## src/rtl/fifo_arb_pkg.sv

```systemverilog
// Shared types and constant helpers for the FIFO write-port arbiter.
// No logic; imported by the arbiter top and picker.
package fifo_arb_pkg;

    typedef enum logic {
        IDLE  = 1'b0,
        BURST = 1'b1
    } state_t;

    function automatic int clog2(input int v);
        int r;
        r = 0;
        for (int i = 0; i < 31; i++) begin
            if ((1 << i) < v) begin
                r = i + 1;
            end
        end
        return r;
    endfunction

endpackage

```

## src/rtl/rr_pick.sv

```systemverilog
// Combinational round-robin picker: first valid index at or after ptr, wrapping.
// Zero latency; no backpressure (pure function of its inputs).
module rr_pick #(
    parameter int N  = 4,
    parameter int IW = 2
) (
    input  logic [N-1:0]  i_valid,
    input  logic [IW-1:0] i_ptr,
    output logic          o_any,
    output logic [IW-1:0] o_idx
);

    // Doubled vector lets the scan run linearly from ptr without a modulo in the loop.
    logic [2*N-2:0] w_dbl;
    logic           w_found;

    assign w_dbl = {i_valid[N-2:0], i_valid};
    assign o_any = |i_valid;

    always_comb begin
        o_idx   = '0;
        w_found = 1'b0;
        for (int k = 0; k < N; k++) begin
            if (!w_found && w_dbl[int'(i_ptr) + k]) begin
                w_found = 1'b1;
                o_idx   = (int'(i_ptr) + k >= N) ? IW'(int'(i_ptr) + k - N)
                                                 : IW'(int'(i_ptr) + k);
            end
        end
    end

endmodule

```

## src/rtl/fifo_wr_arb.sv

```systemverilog
// Round-robin arbiter sharing the FIFO write port among N_REQ producers in bursts.
// Latency: 1 idle arbitration cycle per grant, then one word per cycle combinationally.
// Backpressure: w_full drops the owner's ready and w_en; the grant is held while full.
module fifo_wr_arb
    import fifo_arb_pkg::*;
#(
    parameter int N_REQ     = 4,
    parameter int DW        = 8,
    parameter int BURST_LEN = 4,
    parameter int CNT_W     = 16
) (
    input  logic                w_clk,
    input  logic                rst_n,
    input  logic [N_REQ-1:0]    req_valid,
    input  logic [N_REQ*DW-1:0] req_data,
    output logic [N_REQ-1:0]    req_ready,
    input  logic                w_full,
    output logic                w_en,
    output logic [DW-1:0]       w_data,
    output logic [N_REQ-1:0]    gnt,
    output logic                busy,
    output logic [CNT_W-1:0]    stall_cnt
);

    localparam int IDW = clog2(N_REQ);
    localparam int BW  = clog2(BURST_LEN) + 1;
    localparam logic [IDW-1:0] LAST_IDX  = IDW'(N_REQ - 1);
    localparam logic [BW-1:0]  LAST_BEAT = BW'(BURST_LEN - 1);

    state_t             r_state;
    state_t             w_state_nxt;
    logic [IDW-1:0]     r_ptr;
    logic [IDW-1:0]     r_own;
    logic [IDW-1:0]     w_pick;
    logic               w_any;
    logic [BW-1:0]      r_beat;
    logic [N_REQ-1:0]   r_gnt;
    logic [CNT_W-1:0]   r_stall_cnt;
    logic               w_own_vld;
    logic               w_xfer;
    logic               w_rel;

    rr_pick #(
        .N  (N_REQ),
        .IW (IDW)
    ) u_pick (
        .i_valid (req_valid),
        .i_ptr   (r_ptr),
        .o_any   (w_any),
        .o_idx   (w_pick)
    );

    assign w_own_vld = req_valid[r_own];
    assign w_xfer    = (r_state == BURST) && w_own_vld && !w_full;
    // Release on the last beat of a burst, or as soon as the owner runs dry.
    assign w_rel     = (r_state == BURST) &&
                       ((w_xfer && (r_beat == LAST_BEAT)) || !w_own_vld);

    always_ff @(posedge w_clk or negedge rst_n) begin
        if (!rst_n) begin
            r_state <= IDLE;
        end else begin
            r_state <= w_state_nxt;
        end
    end

    always_comb begin
        w_state_nxt = r_state;
        case (r_state)
            IDLE:    if (w_any) w_state_nxt = BURST;
            BURST:   if (w_rel) w_state_nxt = IDLE;
            default: w_state_nxt = IDLE;
        endcase
    end

    always_comb begin
        req_ready = '0;
        w_en      = 1'b0;
        if (r_state == BURST) begin
            req_ready[r_own] = ~w_full;
            w_en             = w_own_vld & ~w_full;
        end
    end

    assign w_data    = req_data[r_own*DW +: DW];
    assign gnt       = r_gnt;
    assign busy      = (r_state == BURST);
    assign stall_cnt = r_stall_cnt;

    always_ff @(posedge w_clk or negedge rst_n) begin
        if (!rst_n) begin
            r_ptr       <= '0;
            r_own       <= '0;
            r_beat      <= '0;
            r_gnt       <= '0;
            r_stall_cnt <= '0;
        end else begin
            if ((r_state == IDLE) && w_any) begin
                r_own  <= w_pick;
                r_gnt  <= N_REQ'(1) << w_pick;
                r_beat <= '0;
            end
            if (w_xfer) begin
                r_beat <= r_beat + 1'b1;
            end
            if ((r_state == BURST) && w_own_vld && w_full && (r_stall_cnt != '1)) begin
                r_stall_cnt <= r_stall_cnt + 1'b1;
            end
            // Owner moves to the back of the queue so a waiting rival wins next IDLE.
            if (w_rel) begin
                r_ptr <= (r_own == LAST_IDX) ? '0 : r_own + 1'b1;
                r_gnt <= '0;
            end
        end
    end

endmodule

```

## config.mk

```make
export PLATFORM = sky130hd
export DESIGN_NAME = fifo_wr_arb
export DESIGN_NICKNAME = d
export VERILOG_FILES = /design/src/rtl/fifo_arb_pkg.sv /design/src/rtl/rr_pick.sv /design/src/rtl/fifo_wr_arb.sv
export SDC_FILE = /design/constraint.sdc
export NUM_CORES = 1
export LEC_CHECK = 0
export ABC_AREA = 1
export ABC_CLOCK_PERIOD_IN_PS = 4000
export BUFFER_PORTS_ARGS = -buffer_cell sky130_fd_sc_hd__buf_2
export CAP_MARGIN = 10
export CORE_MARGIN = 1
export CORE_UTILIZATION = 54
export CTS_CLUSTER_SIZE = 12
export DETAILED_ROUTE_END_ITERATION = 7
export GPL_ROUTABILITY_DRIVEN = 0
export MAX_ROUTING_LAYER = met4
export PLACE_DENSITY = 0.89
export SYNTH_ARGS = -nofsm -noshare
export SYNTH_HDL_FRONTEND = slang
export SYNTH_SLANG_ARGS = --single-unit
```

## constraint.sdc

```tcl
create_clock -name w_clk -period 4 [get_ports w_clk]
set_clock_uncertainty 0.1 [all_clocks]
set_input_delay 0 -clock w_clk [delete_from_list [all_inputs] [get_ports w_clk]]
set_output_delay 0 -clock w_clk [all_outputs]
set_load 0.05 [all_outputs]
```

==> results of run 1 <==
[final timing paths]
| kind | endpoint | start | cells past startpoint |
|---|---|---|---|
| max in group asynchronous | r_own[0]$_DFFE_PN0P_ | rst_n | 2 |
| setup reg to reg | stall_cnt[9]$_DFFE_PN0P_ | r_own[0]$_DFFE_PN0P_ | 10 |
| min in group asynchronous | stall_cnt[5]$_DFFE_PN0P_ | rst_n | 2 |
| hold reg to reg | gnt[2]$_DFFE_PN0P_ | gnt[2]$_DFFE_PN0P_ | 2 |
| hold / removal | r_beat[1]$_DFFE_PN0P_ | w_full | 6 |
| setup / recovery | stall_cnt[9]$_DFFE_PN0P_ | r_own[0]$_DFFE_PN0P_ | 10 |
[synth_stat cells (all sizes together)]
master | count | area, um2
nand2 | 74 | 300
buf | 4 | 32.5
o21ai | 28 | 148
nand3 | 23 | 140
xor2 | 10 | 87.6
clkbuf | 3 | 11.3
nor3 | 6 | 46.3
o22ai | 8 | 50.1
a21oi | 2 | 13.8
xnor2 | 4 | 35.0
dfrtp | 28 | 701
o21bai | 1 | 7.51
nand4 | 5 | 31.3
nor4 | 2 | 18.8
ha | 9 | 113
nor2 | 40 | 163
a41oi | 1 | 8.76
inv | 32 | 123
[through the flow]
step | instance area, um2 | power, mW | setup WS [ns] | util
final | 2480 | 1.95 | 1.74 | 0.716
after global routing | 2480 | 2.12 | 1.48 | 0.716
after CTS | 2480 | 1.96 | 1.74 | 0.716
after detailed placement | 2400 | 1.74 | 1.75 | 0.693
after global placement | 2400 | 1.71 | 1.83 | 0.693
after floorplan | 2030 | 1.50 | 1.58 | -
[sequential cells by signal (all words and copies together), names as in the netlist]
register   cells
busy           1
gnt            4
r_beat         3
r_own          2
r_ptr          2
stall_cnt     16
[worst max-delay path: cells and delay by family (launching register included)]
family                 cells  cell delay [ns]
AOI/OAI and AO/OA          1             0.16
buffers and inverters      1             0.35
and+or+nand+nor            8             0.95
DFF                        1             0.60
[power groups by stage]
stage / sequential, mW / combinational, mW / clock, mW
after floorplan: 0.566 / 0.931 / 0
after global placement: 0.461 / 1.24 / 0
after detailed placement: 0.466 / 1.27 / 0
after CTS: 0.460 / 1.28 / 0.219
after global routing: 0.479 / 1.41 / 0.232
final: 0.461 / 1.28 / 0.214
[per-layer routing]
layer | global-route usage | share of wire | vias up
li1 | - | - | 1050
met1 | 0.311 | 0.45 | 973
met2 | 0.419 | 0.50 | 53
met4 | 0.0710 | 0.012 | 0
met3 | 0.0308 | 0.036 | 6
met5 | - | 0 | -
[cells by family after synthesis]
logic type | after synthesis | synth area share
compound gates | 40 | 0.112
xor+xnor | 14 | 0.0604
fa+ha+maj | 9 | 0.0555
buf+inv | 39 | 0.0820
flops | 28 | 0.345
simple gates | 150 | 0.345
[area by class of cell]
cell class              count  area (um2)
multi-input cells         213        1160
well taps                  46        57.6
flip-flops and latches     28         701
inverters                  32         123
clock buffers               3        41.3
clock inverters             1        30.0
fillers                   306         983
repair buffers             73         370
[what timing repair did]
action,CTS,global route
resized for setup,0,0
hold buffers,1,0
hold endpoints to repair,28,0
==> results.cfg, run 1 <==
[status]
outcome = completed

[worst_setup_path]
critPathKind = flop to flop
start_kind = flop
rrSetupSlack_ns = 1.74
cp_max_fo = 22
worstPathCellList = inv_2 -> nand2_1 -> nand3_1 -> nand2_2 -> nor3_4 -> nand2_2 -> nor2_2 -> nand2_1 -> o21ai_0 -> nand2_1
critPathArrivalTime_ns = 2.32
cp-end-kind = flop
crit_required_ns = 4.06
crit_slowest_cell = dfrtp_1
cpMostUsedCell = nand2_1
critPathMaxStageDelay_ns = 0.60

[timing]
slew_violations = 0
finalCritPeriodShare = 0.565
whs_ns = 0.0611
worstMarginPinSlew_ns = 0.604
hold_viol_final = 0
fmax_mhz = 442
setup_tns_ns = 0
slew_headroom = 0.598
rsz0062_at_grt = false
finalSetupViolCount = 0
post-route-min-period_ns = 2.26

[die]
die_h_um = 63.3
initial_core_util = 0.585
num_rows = 21
ios = 73
die_area_mm2 = 0.00401
core_mm2 = 0.00347
die_x_um = 63.3

[grt]
grt_pass1_vias = 1895
track_usage = 0.248
grt_overflow_total = 0
grt_start_max_net_pins = 29
grt_pass1_wl_um = 7910
antenna_found_initial = 0

[routing]
drc_errors = 0
drtAntennaViolNets = 0
avgRoutedWirePerCell_um = 11.9
routed_via_density = 5.26
drtPass1Iterations = 4
first_iter_violations = 164
vias = 2082
wl_um = 4700

[logic_synthesis]
synth.distinct_cells = 31
synth_fp_nets = 328
yosys_warnings = 0
avgSynthCellArea_um2 = 7.25
ys_ff_latch = 28
synthesis.area_mm2 = 0.00203
ys_seq_area_frac = 0.345
syn_inst = 280

[finish]
finalNonFillerCells = 396
diodes = 0
final_cell_mix = buf_2 (72), nand2_1 (67), nor2_1 (37), dfrtp_1 (28), inv_1 (27)
final_nets = 399
area_delta_synth_final_pct = 22.4
final_common_cell = buf_2
drive_gt1_frac = 0.291

[cts]
cts_setup_buffers = 0
cts.htree.levels = 1
cts_tree = yes
cts_made_buffers = 3
root_buffer = clkbuf_8
insertion_delay_ns = 0.27
path_clk_slew_ns = 0.09
clockBufferDepth = 2
cts.sinks = 28

[placement]
dpl.hpwl_um = 3670
io_buffers = 72
placed_cells = 391

[power_and_ir_drop]
vdd_drop_max_mv = 0.551
power_frac_comb = 0.655
pwr-share-seq = 0.236
p_int_mw = 0.836
p_per_area_mw_per_mm2 = 786
p_leak_nw = 1.36
switchingPower_mw = 1.12
clkPwrFrac = 0.109
swShare = 0.572

[worst_hold_path]
worst_hold_path_type = input port to flop

[flow_run]
maxCapViolCount = 0
Note: power is estimated with default switching activity, not from simulation.
==> run 2: changes to the inputs <==
--- a/config.mk
+++ b/config.mk
@@ -6,16 +6,16 @@
 export NUM_CORES = 1
 export LEC_CHECK = 0
 export ABC_AREA = 1
-export ABC_CLOCK_PERIOD_IN_PS = 4000
+export ABC_CLOCK_PERIOD_IN_PS = 2100
 export BUFFER_PORTS_ARGS = -buffer_cell sky130_fd_sc_hd__buf_2
 export CAP_MARGIN = 10
 export CORE_MARGIN = 1
-export CORE_UTILIZATION = 54
+export CORE_UTILIZATION = 50
 export CTS_CLUSTER_SIZE = 12
 export DETAILED_ROUTE_END_ITERATION = 7
 export GPL_ROUTABILITY_DRIVEN = 0
 export MAX_ROUTING_LAYER = met4
-export PLACE_DENSITY = 0.89
+export PLACE_DENSITY = 0.83
 export SYNTH_ARGS = -nofsm -noshare
 export SYNTH_HDL_FRONTEND = slang
 export SYNTH_SLANG_ARGS = --single-unit
==> constraint.sdc (replaced) <==
create_clock -name w_clk -period 2.1 [get_ports w_clk]
set_clock_uncertainty 0.1 [all_clocks]
set_input_delay 0 -clock w_clk [delete_from_list [all_inputs] [get_ports w_clk]]
set_output_delay 0 -clock w_clk [all_outputs]
set_load 0.05 [all_outputs]
==> run 2 against run 1 <==
Global-route usage shrank 0.20 points; core utilization shrank 4.9 points; non-clock buffer count grew 7; critical path depth grew 3; register-to-register slack lost 1.6 ns; sequential share of layout area shrank 0.36 points; total power grew 90%; setup slack lost 1.6 ns; clock power grew 29%.
==> results.cfg, run 2 (synthesis results as in run 1) <==
[placement]
dp_slack_ns = 0.0935
dpl.hpwl_um = 3710
io_buffers = 72
place_area_mm2 = 0.00246
placed_cells = 399

[cts]
cts_made_buffers = 3
path_clk_slew_ns = 0.09
insertion_delay_ns = 0.27
cts_tree = yes
cts.sinks = 28
clockBufferDepth = 2
root_buffer = clkbuf_8
cts.htree.levels = 1

[routing]
avgRoutedWirePerCell_um = 11.9
wl_um = 4790
drtPass1Iterations = 4
vias = 2058
drc_errors = 0
first_iter_violations = 128
drtAntennaViolNets = 0
routed_via_density = 5.09

[worst_setup_path]
critPathArrivalTime_ns = 2.03
crit_required_ns = 2.16
start_kind = flop
cp_max_fo = 5
critPathKind = flop to flop
cp-end-kind = flop

[flow_run]
maxCapViolCount = 0

[power_and_ir_drop]
finalPower_mw = 3.70
p_leak_nw = 1.37
p_per_area_mw_per_mm2 = 1470
vdd_drop_max_mv = 1.11

[finish]
largest_register_ffs = 16
diodes = 0
finalNonFillerCells = 404
final_common_cell = buf_2
final_nets = 406
fin_util = 0.668
fillers = 333
final_cell_mix = buf_2 (72), nand2_1 (67), nor2_1 (36), dfrtp_1 (28)
drive_gt1_frac = 0.309
final_area_mm2 = 0.00252
area_delta_synth_final_pct = 24.0

[timing]
slew_headroom = 0.599
post-route-min-period_ns = 1.97
finalSetupViolCount = 0
setup_tns_ns = 0
whs_ns = 0.0610
slew_violations = 0
finalCritPeriodShare = 0.937
hold_viol_final = 0
timing.final.ws_setup_ns = 0.133
worstMarginPinSlew_ns = 0.602
fmax_mhz = 508

[die]
die_h_um = 65.7
core_mm2 = 0.00377
ios = 73
num_rows = 22
die_x_um = 65.7
die_area_mm2 = 0.00432
initial_core_util = 0.538

[grt]
track_usage = 0.246
grt_pass1_wl_um = 8200
grt_start_max_net_pins = 29
antenna_found_initial = 0
grt_overflow_total = 0
grt_pass1_vias = 1936

[status]
outcome = completed

[worst_hold_path]
worst_hold_path_type = input port to flop
[run 2: cell types whose count changed in the layout (fill, tap and decap cells not counted), sizes merged]
cell and delta:
buf +7, bufinv -1
[run 2: worst paths after layout]
path | start | to | slack [ns] | cells after the start
worst max register to register | r_ptr[1]$_DFFE_PN0N_ | gnt[0]$_DFFE_PN0P_ | 0.13 | 13
min in group asynchronous | rst_n | busy$_DFF_PN0_ | 0.17 | 2
max in group asynchronous | rst_n | r_ptr[1]$_DFFE_PN0N_ | 1.34 | 2
worst min-delay path | w_full | r_beat[1]$_DFFE_PN0P_ | 0.06 | 6
worst max-delay path | r_ptr[1]$_DFFE_PN0N_ | gnt[0]$_DFFE_PN0P_ | 0.13 | 13
worst min register to register | gnt[1]$_DFFE_PN0P_ | gnt[1]$_DFFE_PN0P_ | 0.38 | 2
[run 2: final cells by class]
type | count | area (um2) | share of cell area
multi-input combinational | 213 | 1170 | 0.465
sequential | 28 | 701 | 0.278
timing repair buffer | 80 | 423 | 0.168
inverter | 32 | 123 | 0.0487
tap | 48 | 60.1 | 0.0239
clock buffer | 3 | 41.3 | 0.0164
[run 2: critical path, stage by stage (launching register included)]
cell     delay (ns)
dfrtp_1        0.42
inv_2          0.09
ha_1           0.30
inv_1          0.09
a21oi_1        0.14
nand2_1        0.08
nand2_2        0.10
inv_2          0.05
nor2_4         0.09
nand3_1        0.12
nand4_1        0.13
inv_1          0.05
nand2_1        0.05
nand2_1        0.05
[run 2: power breakdown]
group	switching [mW]	internal (mW)
Sequential	0.152	0.679
Combinational	1.86	0.739
Clock	0.147	0.128
[run 2: timing repair]
| action | CTS | global route |
|---|---|---|
| hold buffers | 1 | 0 |
| resized for setup | 0 | 1 |
| hold endpoints to repair | 28 | 0 |
| setup buffers | 0 | 1 |
| setup endpoints to repair | 0 | 6 |
[run 2: routing by layer]
layer / part of all wire / track usage
met5: 0 / -
met4: 0.022 / 0.0571
met3: 0.041 / 0.0399
met2: 0.50 / 0.418
met1: 0.44 / 0.304
